==> config.mk <==
export PLATFORM = sky130hd
export DESIGN_NAME = keypad_conditioner
export DESIGN_NICKNAME = d
export VERILOG_FILES = /design/src/rtl/keypad_pkg.sv /design/src/rtl/key_debounce_cell.sv /design/src/rtl/keypad_conditioner.sv
export SDC_FILE = /design/constraint.sdc
export NUM_CORES = 1
export LEC_CHECK = 0
export BUFFER_PORTS_ARGS = -buffer_cell sky130_fd_sc_hd__buf_2
export CORE_MARGIN = 1.5
export CORE_UTILIZATION = 29
export CTS_BUF_LIST = sky130_fd_sc_hd__clkbuf_4
export DETAILED_ROUTE_END_ITERATION = 8
export MAX_ROUTING_LAYER = met4
export PLACE_DENSITY = 0.53
export SYNTH_ARGS = -nofsm -noshare
export SYNTH_HDL_FRONTEND = slang
export SYNTH_SLANG_ARGS = --single-unit
==> constraint.sdc <==
create_clock -name CLK -period 7.18 [get_ports CLK]
set_input_delay 0.718 -clock CLK [delete_from_list [all_inputs] [get_ports CLK]]
set_output_delay 0.718 -clock CLK [all_outputs]
set_load 0.01 [all_outputs]
==> src/rtl/keypad_pkg.sv <==
// Shared constants and types for the 12-key keypad front-end.
// Key bit map: 0-9 are the digit keys, 10 is '*', 11 is '#'.
package keypad_pkg;

  localparam int N_KEYS     = 12;

  localparam int KIDX_0     = 0;
  localparam int KIDX_1     = 1;
  localparam int KIDX_2     = 2;
  localparam int KIDX_3     = 3;
  localparam int KIDX_4     = 4;
  localparam int KIDX_5     = 5;
  localparam int KIDX_6     = 6;
  localparam int KIDX_7     = 7;
  localparam int KIDX_8     = 8;
  localparam int KIDX_9     = 9;
  localparam int KIDX_STAR  = 10;
  localparam int KIDX_SHARP = 11;

  typedef struct packed {
    logic level;
    logic press;
    logic rel;
    logic hold_long;
  } key_evt_t;

  // Bits needed for a counter that must be able to hold max_val itself.
  function automatic int cnt_width(input int max_val);
    return (max_val < 1) ? 1 : $clog2(max_val + 1);
  endfunction

endpackage

==> src/rtl/key_debounce_cell.sv <==
// One key: 2-flop synchroniser, tick-based debounce and long-press hold counter.
// All four event outputs are registered; the shared tick comes from the parent.
module key_debounce_cell
  import keypad_pkg::*;
#(
  parameter int DEBOUNCE_TICKS   = 10,
  parameter int LONG_PRESS_TICKS = 1000
) (
  input  logic     CLK,
  input  logic     global_safe_rst,
  input  logic     tick,
  input  logic     key_raw,
  output key_evt_t evt
);

  localparam int DB_W   = cnt_width(DEBOUNCE_TICKS);
  localparam int HOLD_W = cnt_width(LONG_PRESS_TICKS);

  localparam logic [DB_W-1:0]   DB_LAST   = DB_W'(DEBOUNCE_TICKS - 1);
  localparam logic [DB_W-1:0]   DB_ONE    = DB_W'(1);
  localparam logic [HOLD_W-1:0] HOLD_MAX  = HOLD_W'(LONG_PRESS_TICKS);
  localparam logic [HOLD_W-1:0] HOLD_LAST = HOLD_W'(LONG_PRESS_TICKS - 1);
  localparam logic [HOLD_W-1:0] HOLD_ONE  = HOLD_W'(1);

  logic [1:0]        sync_q, sync_d;
  logic              stable_q, stable_d;
  logic [DB_W-1:0]   db_cnt_q, db_cnt_d;
  logic [HOLD_W-1:0] hold_cnt_q, hold_cnt_d;
  logic              press_q, press_d;
  logic              rel_q, rel_d;
  logic              long_q, long_d;

  // Any single cycle of agreement restarts the window, so short glitches leave no trace.
  always_comb begin
    sync_d   = {sync_q[0], key_raw};
    stable_d = stable_q;
    db_cnt_d = db_cnt_q;
    press_d  = 1'b0;
    rel_d    = 1'b0;
    if (sync_q[1] == stable_q) begin
      db_cnt_d = '0;
    end else if (tick) begin
      if (db_cnt_q == DB_LAST) begin
        stable_d = sync_q[1];
        db_cnt_d = '0;
        press_d  = sync_q[1];
        rel_d    = ~sync_q[1];
      end else begin
        db_cnt_d = db_cnt_q + DB_ONE;
      end
    end
  end

  // Saturation at the limit is what keeps key_long to one pulse per hold.
  always_comb begin
    hold_cnt_d = hold_cnt_q;
    long_d     = 1'b0;
    if (!stable_q) begin
      hold_cnt_d = '0;
    end else if (tick && (hold_cnt_q != HOLD_MAX)) begin
      hold_cnt_d = hold_cnt_q + HOLD_ONE;
      long_d     = (hold_cnt_q == HOLD_LAST);
    end
  end

  always_ff @(posedge CLK or posedge global_safe_rst) begin
    if (global_safe_rst) begin
      sync_q     <= '0;
      stable_q   <= 1'b0;
      db_cnt_q   <= '0;
      hold_cnt_q <= '0;
      press_q    <= 1'b0;
      rel_q      <= 1'b0;
      long_q     <= 1'b0;
    end else begin
      sync_q     <= sync_d;
      stable_q   <= stable_d;
      db_cnt_q   <= db_cnt_d;
      hold_cnt_q <= hold_cnt_d;
      press_q    <= press_d;
      rel_q      <= rel_d;
      long_q     <= long_d;
    end
  end

  assign evt = '{level: stable_q, press: press_q, rel: rel_q, hold_long: long_q};

endmodule

==> src/rtl/keypad_conditioner.sv <==
// Keypad front-end: shared debounce prescaler plus one conditioning cell per key.
// Never derive global_safe_rst from these outputs; that would form a reset loop.
module keypad_conditioner
  import keypad_pkg::*;
#(
  parameter int TICK_DIV         = 50000,
  parameter int DEBOUNCE_TICKS   = 10,
  parameter int LONG_PRESS_TICKS = 1000
) (
  input  logic              CLK,
  input  logic              global_safe_rst,
  input  logic [N_KEYS-1:0] key_raw,
  output logic [N_KEYS-1:0] key_level,
  output logic [N_KEYS-1:0] key_press,
  output logic [N_KEYS-1:0] key_release,
  output logic [N_KEYS-1:0] key_long,
  output logic              any_active
);

  localparam int TICK_W = cnt_width(TICK_DIV - 1);

  localparam logic [TICK_W-1:0] TICK_LAST = TICK_W'(TICK_DIV - 1);
  localparam logic [TICK_W-1:0] TICK_ONE  = TICK_W'(1);

  logic [TICK_W-1:0] tick_cnt_q, tick_cnt_d;
  logic              tick;
  logic              any_active_q, any_active_d;
  key_evt_t          evt [N_KEYS];

  always_comb begin
    tick       = (tick_cnt_q == TICK_LAST);
    tick_cnt_d = tick ? '0 : (tick_cnt_q + TICK_ONE);
  end

  always_comb begin
    any_active_d = |key_level;
  end

  always_ff @(posedge CLK or posedge global_safe_rst) begin
    if (global_safe_rst) begin
      tick_cnt_q   <= '0;
      any_active_q <= 1'b0;
    end else begin
      tick_cnt_q   <= tick_cnt_d;
      any_active_q <= any_active_d;
    end
  end

  assign any_active = any_active_q;

  for (genvar i = 0; i < N_KEYS; i++) begin : g_key
    key_debounce_cell #(
      .DEBOUNCE_TICKS  (DEBOUNCE_TICKS),
      .LONG_PRESS_TICKS(LONG_PRESS_TICKS)
    ) u_cell (
      .CLK            (CLK),
      .global_safe_rst(global_safe_rst),
      .tick           (tick),
      .key_raw        (key_raw[i]),
      .evt            (evt[i])
    );

    assign key_level[i]   = evt[i].level;
    assign key_press[i]   = evt[i].press;
    assign key_release[i] = evt[i].rel;
    assign key_long[i]    = evt[i].hold_long;
  end

endmodule

==> flow_metrics.py, run 1 <==
metrics = {
    "cts": {
        "clkLatencyLatePin_ps": 740,
        "clock_path_buffers": 3,
        "clock_sinks": 257,
        "cts_tree": "built",
        "cts_resized": 0,
        "root_buffer": "clkbuf_4",
        "cts_max_level": 3,
        "path_clk_slew_ps": 60,
        "numCtsBuffers": 73,
    },
    "timing": {
        "drv_slew": 0,
        "post-route-period-util_pct": 42.78,
        "max_slew_margin_pct": 37.96,
        "worst_pin_slew_ps": 930.6,
        "timing.final.crit_period_ps": 3072,
        "whs_ps": 112.9,
        "finClkSkew_ps": 51.22,
        "hold_viol": 0,
        "final.setup.tns_ps": 0,
        "grt_setup_unrepaired": "false",
        "fmaxAchievable_mhz": 325.5,
        "setup_violations": 0,
    },
    "setup_path": {
        "worstSetupStartpointType": "flip-flop",
        "worstSetupPathType": "flip-flop to flip-flop",
        "critical-path-max-stage-delay_ps": 710,
        "worst_setup_path_end_kind": "flip-flop",
        "cp_slowest_cell": "or4b_2",
        "cp_cell_sequence": "ha_1 > and3_1 > nand4_1 > buf_4 > or4b_2 > a31oi_1",
        "path_max_fanout": 64,
        "cp.required_ps": 7820,
        "arrival_ps": 3720,
    },
    "synth": {
        "synth_commonest_cells": "257 x dfrtp_1, 146 x a21oi_1, 119 x nand2_1",
        "synthTopCellsByArea": "dfrtp_1 49%, a21oi_1 5.6%, or4_1 4.8%",
        "synth-seq-cells": 257,
        "synth_flop_cell": "dfrtp_1",
        "synth.most_common_cell": "dfrtp_1",
        "synth_enable_flop_cells": 0,
        "synthCells": 1346,
        "syn-cell-area_um2": 13090,
        "synthDistinctLibCells": 51,
        "synth_nets": 1409,
        "yosys.area.top_type_share_pct": 49.13,
        "async_flop_share_pct": 100.0,
        "synth_top_area_cell": "dfrtp_1",
        "syn_area_per_cell_um2": 9.725,
        "synth_warnings": 0,
        "synth-seq-area-share_pct": 49.13,
    },
    "global_route": {
        "track_usage_pct": 14.28,
        "grt_max_degree": 156,
        "first_global_vias": 10420,
        "grt-ovfl-total": 0,
        "grt_pass1_wl_um": 53020,
        "grt_antenna_before_repair": 1,
    },
    "routing": {
        "vias": 10350,
        "wire_per_inst_um": 15.16,
        "ant_nets": 0,
        "vias_per_cell": 5.059,
        "drtIter0Drc": 693,
        "totalWireLength_um": 31030,
        "dr.pass1.iters": 5,
        "drc_errors": 0,
    },
    "placement": {
        "dpl.hpwl_um": 19660,
        "gp_congestion": 0.8006,
        "io_buffers": 62,
        "place_inst": 1913,
    },
    "finish": {
        "syn_to_final_growth_pct": 12.48,
        "final_cells": 2046,
        "nNetsFinal": 1466,
        "n_fill_cell": 4569,
        "layout-drive-gt1-share_pct": 14.18,
    },
    "pwr": {
        "p_leak_nw": 5.701,
        "irDropWorstVdd_uv": 89.68,
        "power.density_nw_per_um2": 199.0,
    },
    "floorplanning": {
        "core_region_area_um2": 44410,
        "rows": 77,
        "io_pins": 63,
        "die_area_um2": 46420,
        "start_util_pct": 29.47,
        "die_x_um": 215.5,
        "die_height_um": 215.5,
    },
    "status": {
        "status": "finished, final reports clean",
    },
    "worst_hold_path": {
        "hp-class": "input port to flip-flop",
    },
    "job": {
        "maxCapViolations": 0,
    },
}
==> cells by family after synthesis <==
logic type / share of synthesized area, %
fa+ha+maj: 4.684
buf+inv: 6.806
mux: 1.720
xor+xnor: 1.606
flops: 49.13
compound gates: 13.47
simple gates: 22.59
==> path summary, 6_finish.rpt <==
path                                            from                            end  slack [ps]  cells after the start
max in group asynchronous            global_safe_rst    g_key[2].u_cell.db_cnt_q[0]        5650                      4
max reg2reg                            tick_cnt_q[0]    g_key[7].u_cell.db_cnt_q[3]        4110                      6
min                                       key_raw[8]      g_key[8].u_cell.sync_q[0]         110                      1
max                                    tick_cnt_q[0]    g_key[7].u_cell.db_cnt_q[3]        4110                      6
min in group asynchronous            global_safe_rst  g_key[6].u_cell.hold_cnt_q[6]         180                      3
min reg2reg                g_key[3].u_cell.sync_q[0]      g_key[3].u_cell.sync_q[1]         350                      0
==> routing by layer <==
layer	up-vias	share of wire [%]	GRT usage [%]
met2	180	45	21.57
met3	38	3.7	2.523
met4	0	2.1	6.037
met5	-	0	-
li1	5041	-	-
met1	5092	49	18.84
==> where the power goes <==
part	total [mW]	internal, mW	switching (mW)	leakage [nW]
Sequential	1.46	1.46	0.00524	3.52
Combinational	0.0451	0.0105	0.0345	1.62
Clock	1.42	0.783	0.642	0.558
==> worst max-delay path, delay by kind of cell, from the launching register on <==
family / cells / cell delay [ps]
AO/OA/AOI/OAI: 1 / 170
adder cells (fa/ha/maj): 1 / 210
buffers and inverters: 1 / 560
flip-flops: 1 / 370
AND/OR/NAND/NOR: 3 / 1590
==> state kept, by name, indices dropped and copies added, names as in the netlist <==
signal and cells:
any_active 1, g_key.u_cell.db_cnt_q 48, g_key.u_cell.hold_cnt_q 120, g_key.u_cell.long_q 12, g_key.u_cell.press_q 12, g_key.u_cell.rel_q 12
g_key.u_cell.stable_q 12, g_key.u_cell.sync_q 24, tick_cnt_q 16
==> layout by cell type, fill, tap and decap left out, types with 10 or more instances in the layout <==
master	n
nand2_1	119
o31ai_1	60
buf_2	62
dfrtp_1	257
nand3_1	58
nor3b_1	20
xnor2_1	16
ha_1	49
or4_1	83
nor2_1	28
nor3_1	18
or3_1	56
o21ai_0	66
buf_4	11
nand2b_1	12
clkbuf_4	106
nor4_1	27
nand4b_1	10
clkinv_1	15
a21oi_1	146
a31oi_1	11
nand4_1	21
o21a_1	11
inv_1	84
==> area by class of cell <==
class                           instances  area (um2)  share of cell area [%]
Timing Repair Buffer                   81       483.0                   3.280
Inverter                               88       334.1                   2.269
Clock buffer                          106       795.8                   5.404
Multi-Input combinational cell        902        5774                   39.22
Antenna cell                            1       2.502                 0.01700
Clock inverter                         19       162.7                   1.105
Tap cell                              592       740.7                   5.031
Sequential cell                       257        6431                   43.68
==> through the flow <==
stage	util (%)	power [mW]	setup WS [ps]	instance area [um2]
6_report	33.15	2.930	4108	14720
5_1_grt	33.15	3.085	3932	14720
4_1_cts	33.15	2.999	4141	14720
3_5_place_dp	30.83	1.533	4154	13690
3_3_place_gp	30.83	1.532	4241	13690
2_1_floorplan	-	1.514	3076	13090
==> timing repair <==
action,in CTS,in global routing
setup buffers,0,0
hold buffers,7,0
hold endpoints to repair,7,0
Power figures use the tool's default switching activity.
==> run 2: changes to the inputs <==
PLACE_DENSITY = 0.52   (was 0.53)
clock period = 3.15 ns   (was 7.18 ns; I/O delays follow)
==> run 2 against run 1 <==
  * Maximum frequency up 25%
  * Flip-flop and latch count unchanged
  * Non-clock buffer count up 15
  * Clock power up 120%
  * Design area up 0.82%
  * Combinational power rose to 2.6 times the previous value
  * Critical path type unchanged
==> flow_metrics.py, run 2 (synthesis gave the netlist of run 1 again) <==
metrics = {
    "status": {
        "status": "finished, final reports clean",
    },
    "routing": {
        "wire_per_inst_um": 15.37,
        "dr.pass1.iters": 7,
        "drtIter0Drc": 601,
        "routed.top_layer": "met4",
        "vias_per_cell": 5.048,
        "totalWireLength_um": 31710,
        "vias": 10410,
        "drc_errors": 0,
        "wl_met2_um": 14320,
        "met3_length_um": 1419,
        "wirelength_met1_um": 15290,
        "ant_nets": 0,
    },
    "placement": {
        "io_buffers": 62,
        "gp_congestion": 0.7934,
        "pre_cts_ws_ps": 693.8,
        "dpl.hpwl_um": 20440,
    },
    "setup_path": {
        "path_delay_family": "simple AND/OR/NAND/NOR gates",
        "cp_slowest_cell": "or4b_2",
        "worstSetupPathType": "flip-flop to flip-flop",
        "path_max_fanout": 49,
        "crit_buf_inv": 1,
        "worstSetupStartpointType": "flip-flop",
        "cp_cell_sequence": "ha_1 > and3_1 > nand4_1 > buf_4 > or4b_2 > a31oi_1",
        "critical-path-max-stage-delay_ps": 680,
        "arrival_ps": 3050,
        "cp.required_ps": 3740,
        "worst_setup_path_end_kind": "flip-flop",
    },
    "cts": {
        "path_clk_slew_ps": 70,
        "cts_resized": 0,
        "numCtsBuffers": 77,
        "clock_path_buffers": 3,
        "post-cts-setup-buffers": 0,
        "clkLatencyLatePin_ps": 710,
        "clock_sinks": 257,
        "cts_max_level": 3,
        "root_buffer": "clkbuf_4",
        "cts_hold_buf": 13,
        "cts_tree": "built",
    },
    "pwr": {
        "p_sw_share_pct": 23.30,
        "clkPwrFrac_pct": 47.2,
        "p_int_mw": 5.009,
        "power.density_nw_per_um2": 439.9,
        "irDropWorstVdd_uv": 201.2,
        "p_comb_share_pct": 1.8,
        "seqPwrFrac_pct": 51.0,
        "p_leak_nw": 5.786,
        "p_switching_mw": 1.521,
    },
    "timing": {
        "drv_slew": 0,
        "post-route-period-util_pct": 78.31,
        "timing.final.crit_period_ps": 2467,
        "setup_violations": 0,
        "hold_viol": 0,
        "fmaxAchievable_mhz": 405.4,
        "max_slew_margin_pct": 54.73,
        "finClkSkew_ps": 57.34,
        "worst_pin_slew_ps": 672.9,
        "final.setup.tns_ps": 0,
        "postLayoutSetupSlackWorst_ps": 683.3,
        "grt_setup_unrepaired": "false",
    },
    "finish": {
        "largest-register": "g_key.u_cell.hold_cnt_q",
        "syn_to_final_growth_pct": 13.40,
        "layout-drive-gt1-share_pct": 14.76,
        "largest_reg_flops": 120,
        "reg_top3": "g_key.u_cell.hold_cnt_q (120), g_key.u_cell.db_cnt_q (48), g_key.u_cell.sync_q (24)",
        "nNetsFinal": 1485,
        "final_common_cell": "dfrtp_1",
        "final_cell_mix": "257 x dfrtp_1, 146 x a21oi_1, 119 x nand2_1",
    },
    "global_route": {
        "grt_pass1_wl_um": 52720,
        "grt-ovfl-total": 0,
        "first_global_vias": 10260,
        "track_usage_pct": 14.23,
        "grt_antenna_before_repair": 1,
        "grt_max_degree": 94,
    },
    "job": {
        "maxCapViolations": 0,
    },
    "floorplanning": {
        "die_x_um": 215.5,
        "die_area_um2": 46420,
        "die_height_um": 215.5,
        "core_region_area_um2": 44410,
        "start_util_pct": 29.47,
        "rows": 77,
        "io_pins": 63,
    },
    "worst_hold_path": {
        "hp-class": "input port to async pin",
    },
}
run 2: worst reg2reg max path: cells and delay by family (launching register included):
family | cells | cell delay [ps]
AOI/OAI and AO/OA | 1 | 180
buffers and inverters | 1 | 340
adders and majority gates | 1 | 220
and+or+nand+nor | 3 | 1240
DFF | 1 | 370
run 2: cell type report:
type                    count  area, um2
fillers                  4537      29570
flip-flops and latches    257       6431
multi-input cells         902       5774
clock buffers             109      818.3
well taps                 592      740.7
repair buffers             96      648.1
inverters                  88      334.1
clock inverters            18      95.09
diodes                      1      2.502
run 2: worst paths after layout:
path | cells past startpoint | to | slack [ps] | from
worst max-delay path | 6 | g_key[5].u_cell.db_cnt_q[3] | 680 | tick_cnt_q[0]
worst min-delay path | 3 | g_key[6].u_cell.hold_cnt_q[4] | 210 | global_safe_rst
worst max register to register | 6 | g_key[5].u_cell.db_cnt_q[3] | 680 | tick_cnt_q[0]
worst min register to register | 0 | g_key[0].u_cell.sync_q[1] | 340 | g_key[0].u_cell.sync_q[0]
max in group asynchronous | 4 | g_key[2].u_cell.hold_cnt_q[1] | 2100 | global_safe_rst
min in group CLK | 2 | g_key[4].u_cell.sync_q[0] | 250 | key_raw[4]
run 2: routing by layer:
layer | GRT usage, % | vias to the layer above
met5 | - | -
met1 | 18.62 | 5071
met4 | 5.152 | 0
met2 | 21.69 | 194
met3 | 3.044 | 64
li1 | - | 5085
run 2: power groups by stage:
stage,Combinational (mW),Sequential (mW),Clock [mW]
after global routing,0.138,3.33,3.44
after global placement,0.114,3.39,0
after detailed placement,0.114,3.39,0
after CTS,0.127,3.33,3.25
final,0.119,3.33,3.08
after floorplan,0.0637,3.39,0
run 2: metrics by stage:
stage / power (mW) / instances / utilization, % / instance area, um2 / hold WS [ps]
global route: 6.902 / 2063 / 33.42 / 14840 / 181.6
global placement: 3.504 / 1922 / 31.07 / 13800 / 332.5
finish: 6.530 / 2063 / 33.42 / 14840 / 205.2
CTS: 6.704 / 2062 / 33.42 / 14840 / 143.8
floorplan: 3.451 / 1346 / - / 13090 / 331.2
detailed placement: 3.504 / 1922 / 31.07 / 13800 / 334.7
==> run 3: changes to the inputs <==
clock period = 2.3 ns   (was 3.15 ns; I/O delays follow)
==> run 3 against run 2 <==
  * Clock skew shrank 8.0 ps
  * Flip-flop and latch count is the same
  * Global-route usage up 0.17 points
  * Setup slack got worse by 640 ps
  * First-iteration DRC count rose by 7.2%
  * Register-to-register slack got worse by 640 ps
  * Clock-buffer cell count rose by 2
  * Combinational power increased by 36%
  * Hold slack got worse by 130 ps
  * Critical path depth is 1 lower
  * Largest cell class unchanged
==> flow_metrics.py, run 3 (synthesis gave the netlist of run 1 again) <==
metrics = {
    "status": {
        "status": "finished, final reports clean",
    },
    "floorplanning": {
        "die_height_um": 215.5,
        "die_area_um2": 46420,
        "core_region_area_um2": 44410,
        "rows": 77,
        "start_util_pct": 29.47,
        "die_x_um": 215.5,
        "io_pins": 63,
    },
    "cts": {
        "root_buffer": "clkbuf_4",
        "numCtsBuffers": 74,
        "clkLatencyLatePin_ps": 770,
        "clock_path_buffers": 3,
        "clock_sinks": 257,
        "cts_tree": "built",
        "path_clk_slew_ps": 70,
        "cts_max_level": 3,
    },
    "timing": {
        "drv_slew": 0,
        "setup_violations": 0,
        "postLayoutSetupSlackWorst_ps": 41.34,
        "max_slew_margin_pct": 46.16,
        "hold_viol": 0,
        "post-route-period-util_pct": 98.20,
        "worst_pin_slew_ps": 800.2,
        "fmaxAchievable_mhz": 442.7,
        "whs_ps": 76.18,
        "finClkSkew_ps": 49.34,
        "grt_setup_unrepaired": "false",
        "timing.final.crit_period_ps": 2259,
    },
    "finish": {
        "largest_reg_flops": 120,
        "reg_top3": "g_key.u_cell.hold_cnt_q (120), g_key.u_cell.db_cnt_q (48), g_key.u_cell.sync_q (24)",
        "final_common_cell": "dfrtp_1",
        "n_fill_cell": 4483,
        "layout-drive-gt1-share_pct": 16.34,
        "fin_area_um2": 15110,
        "nNetsFinal": 1506,
        "final_core_util_pct": 34.02,
        "largest-register": "g_key.u_cell.hold_cnt_q",
        "final_cell_mix": "257 x dfrtp_1, 146 x a21oi_1, 119 x nand2_1",
        "final_cells": 2092,
        "syn_to_final_growth_pct": 15.44,
    },
    "routing": {
        "drtIter0Drc": 644,
        "totalWireLength_um": 31990,
        "drc_errors": 0,
        "vias": 10610,
        "wire_per_inst_um": 15.29,
        "ant_nets": 0,
        "dr.pass1.iters": 5,
        "vias_per_cell": 5.071,
    },
    "job": {
        "maxCapViolations": 0,
    },
    "setup_path": {
        "worst_r2r_path_depth": 5,
        "worstSetupStartpointType": "flip-flop",
        "path_max_fanout": 32,
        "worstReg2RegEnd": "g_key[5].u_cell.db_cnt_q[3]",
        "arrival_ps": 2910,
        "rr_startpoint": "tick_cnt_q[11]",
        "cp.required_ps": 2950,
        "reg2reg_slack_ps": 40,
        "worst_setup_path_end_kind": "flip-flop",
        "crit_path_start": "tick_cnt_q[11]",
        "worstSetupPathType": "flip-flop to flip-flop",
    },
    "placement": {
        "gp_congestion": 0.7896,
        "postPlaceCellArea_um2": 14010,
        "pre_cts_ws_ps": 100.3,
        "io_buffers": 62,
        "dpl.hpwl_um": 20870,
        "place_inst": 1945,
    },
    "global_route": {
        "first_global_vias": 10330,
        "track_usage_pct": 14.40,
        "grt_pass1_wl_um": 52950,
        "grt-ovfl-total": 0,
        "grt_max_degree": 70,
        "grt_antenna_before_repair": 2,
    },
    "pwr": {
        "p_leak_nw": 5.934,
        "power.density_nw_per_um2": 598.0,
        "irDropWorstVdd_uv": 332.6,
    },
    "worst_hold_path": {
        "hp-class": "input port to async pin",
    },
}
==> run 3: changes by cell type in the layout (fill, tap and decap cells not counted), moves of 2 or more <==
| cell | previous run | this run |
|---|---|---|
| buf_4 | 17 | 37 |
| clkinv_1 | 15 | 18 |
| buf_12 | 4 | 7 |
| clkbuf_4 | 109 | 111 |
==> run 3: how the worst max path moves through the flow <==
stage | to | slack, ps | cells after the start
after floorplan | any_active | -1320 | 1
after global placement | g_key[9].u_cell.press_q | 140 | 7
after detailed placement | g_key[7].u_cell.db_cnt_q[3] | 100 | 5
after CTS | g_key[7].u_cell.db_cnt_q[3] | 40 | 5
after global routing | g_key[10].u_cell.hold_cnt_q[9] | 3 | 6
final | g_key[5].u_cell.db_cnt_q[3] | 40 | 5
==> run 3: cell type report <==
class                      count  area (um2)  share of cell area, %
tap                          592       740.7                  4.902
inverter                      88       334.1                  2.211
sequential                   257        6431                  42.56
multi-input combinational    902        5789                  38.31
antenna                        1       2.502                0.01656
clock buffer                 111       833.3                  5.515
clock inverter                21       110.1                 0.7287
timing repair buffer         120       869.6                  5.755
==> run 3: metrics by stage <==
step                total power, mW  setup TNS (ps)
CTS                           9.266               0
global placement              4.798               0
detailed placement            4.798               0
finish                        9.036               0
global route                  9.527               0
floorplan                     4.726         -338110
==> run 3: per-layer routing <==
| layer | GRT usage, % | wire length [um] |
|---|---|---|
| met3 | 3.002 | 1521 |
| met5 | - | 0 |
| met1 | 18.70 | 15250 |
| met2 | 21.62 | 14370 |
| met4 | 6.434 | 850 |
==> run 3: what timing repair did <==
| action | in CTS | in global routing |
|---|---|---|
| buffers inserted | 0 | 1 |
| setup endpoints to repair | 0 | 21 |
| endpoints found under the hold margin | 269 | 0 |
| resized for setup | 0 | 4 |
| hold buffers | 13 | 0 |
==> run 3: critical path: stages, from the launching register on <==
cell and delay (ps):
dfrtp_1 430, nor4b_2 410, nand4_1 240, buf_12 230, or4b_2 650, a31oi_1 190
==> run 3: power breakdown <==
part	internal [mW]	switching, mW
Clock	2.31	2.00
Sequential	4.54	0.0163
Combinational	0.0491	0.113
Total	6.90	2.13
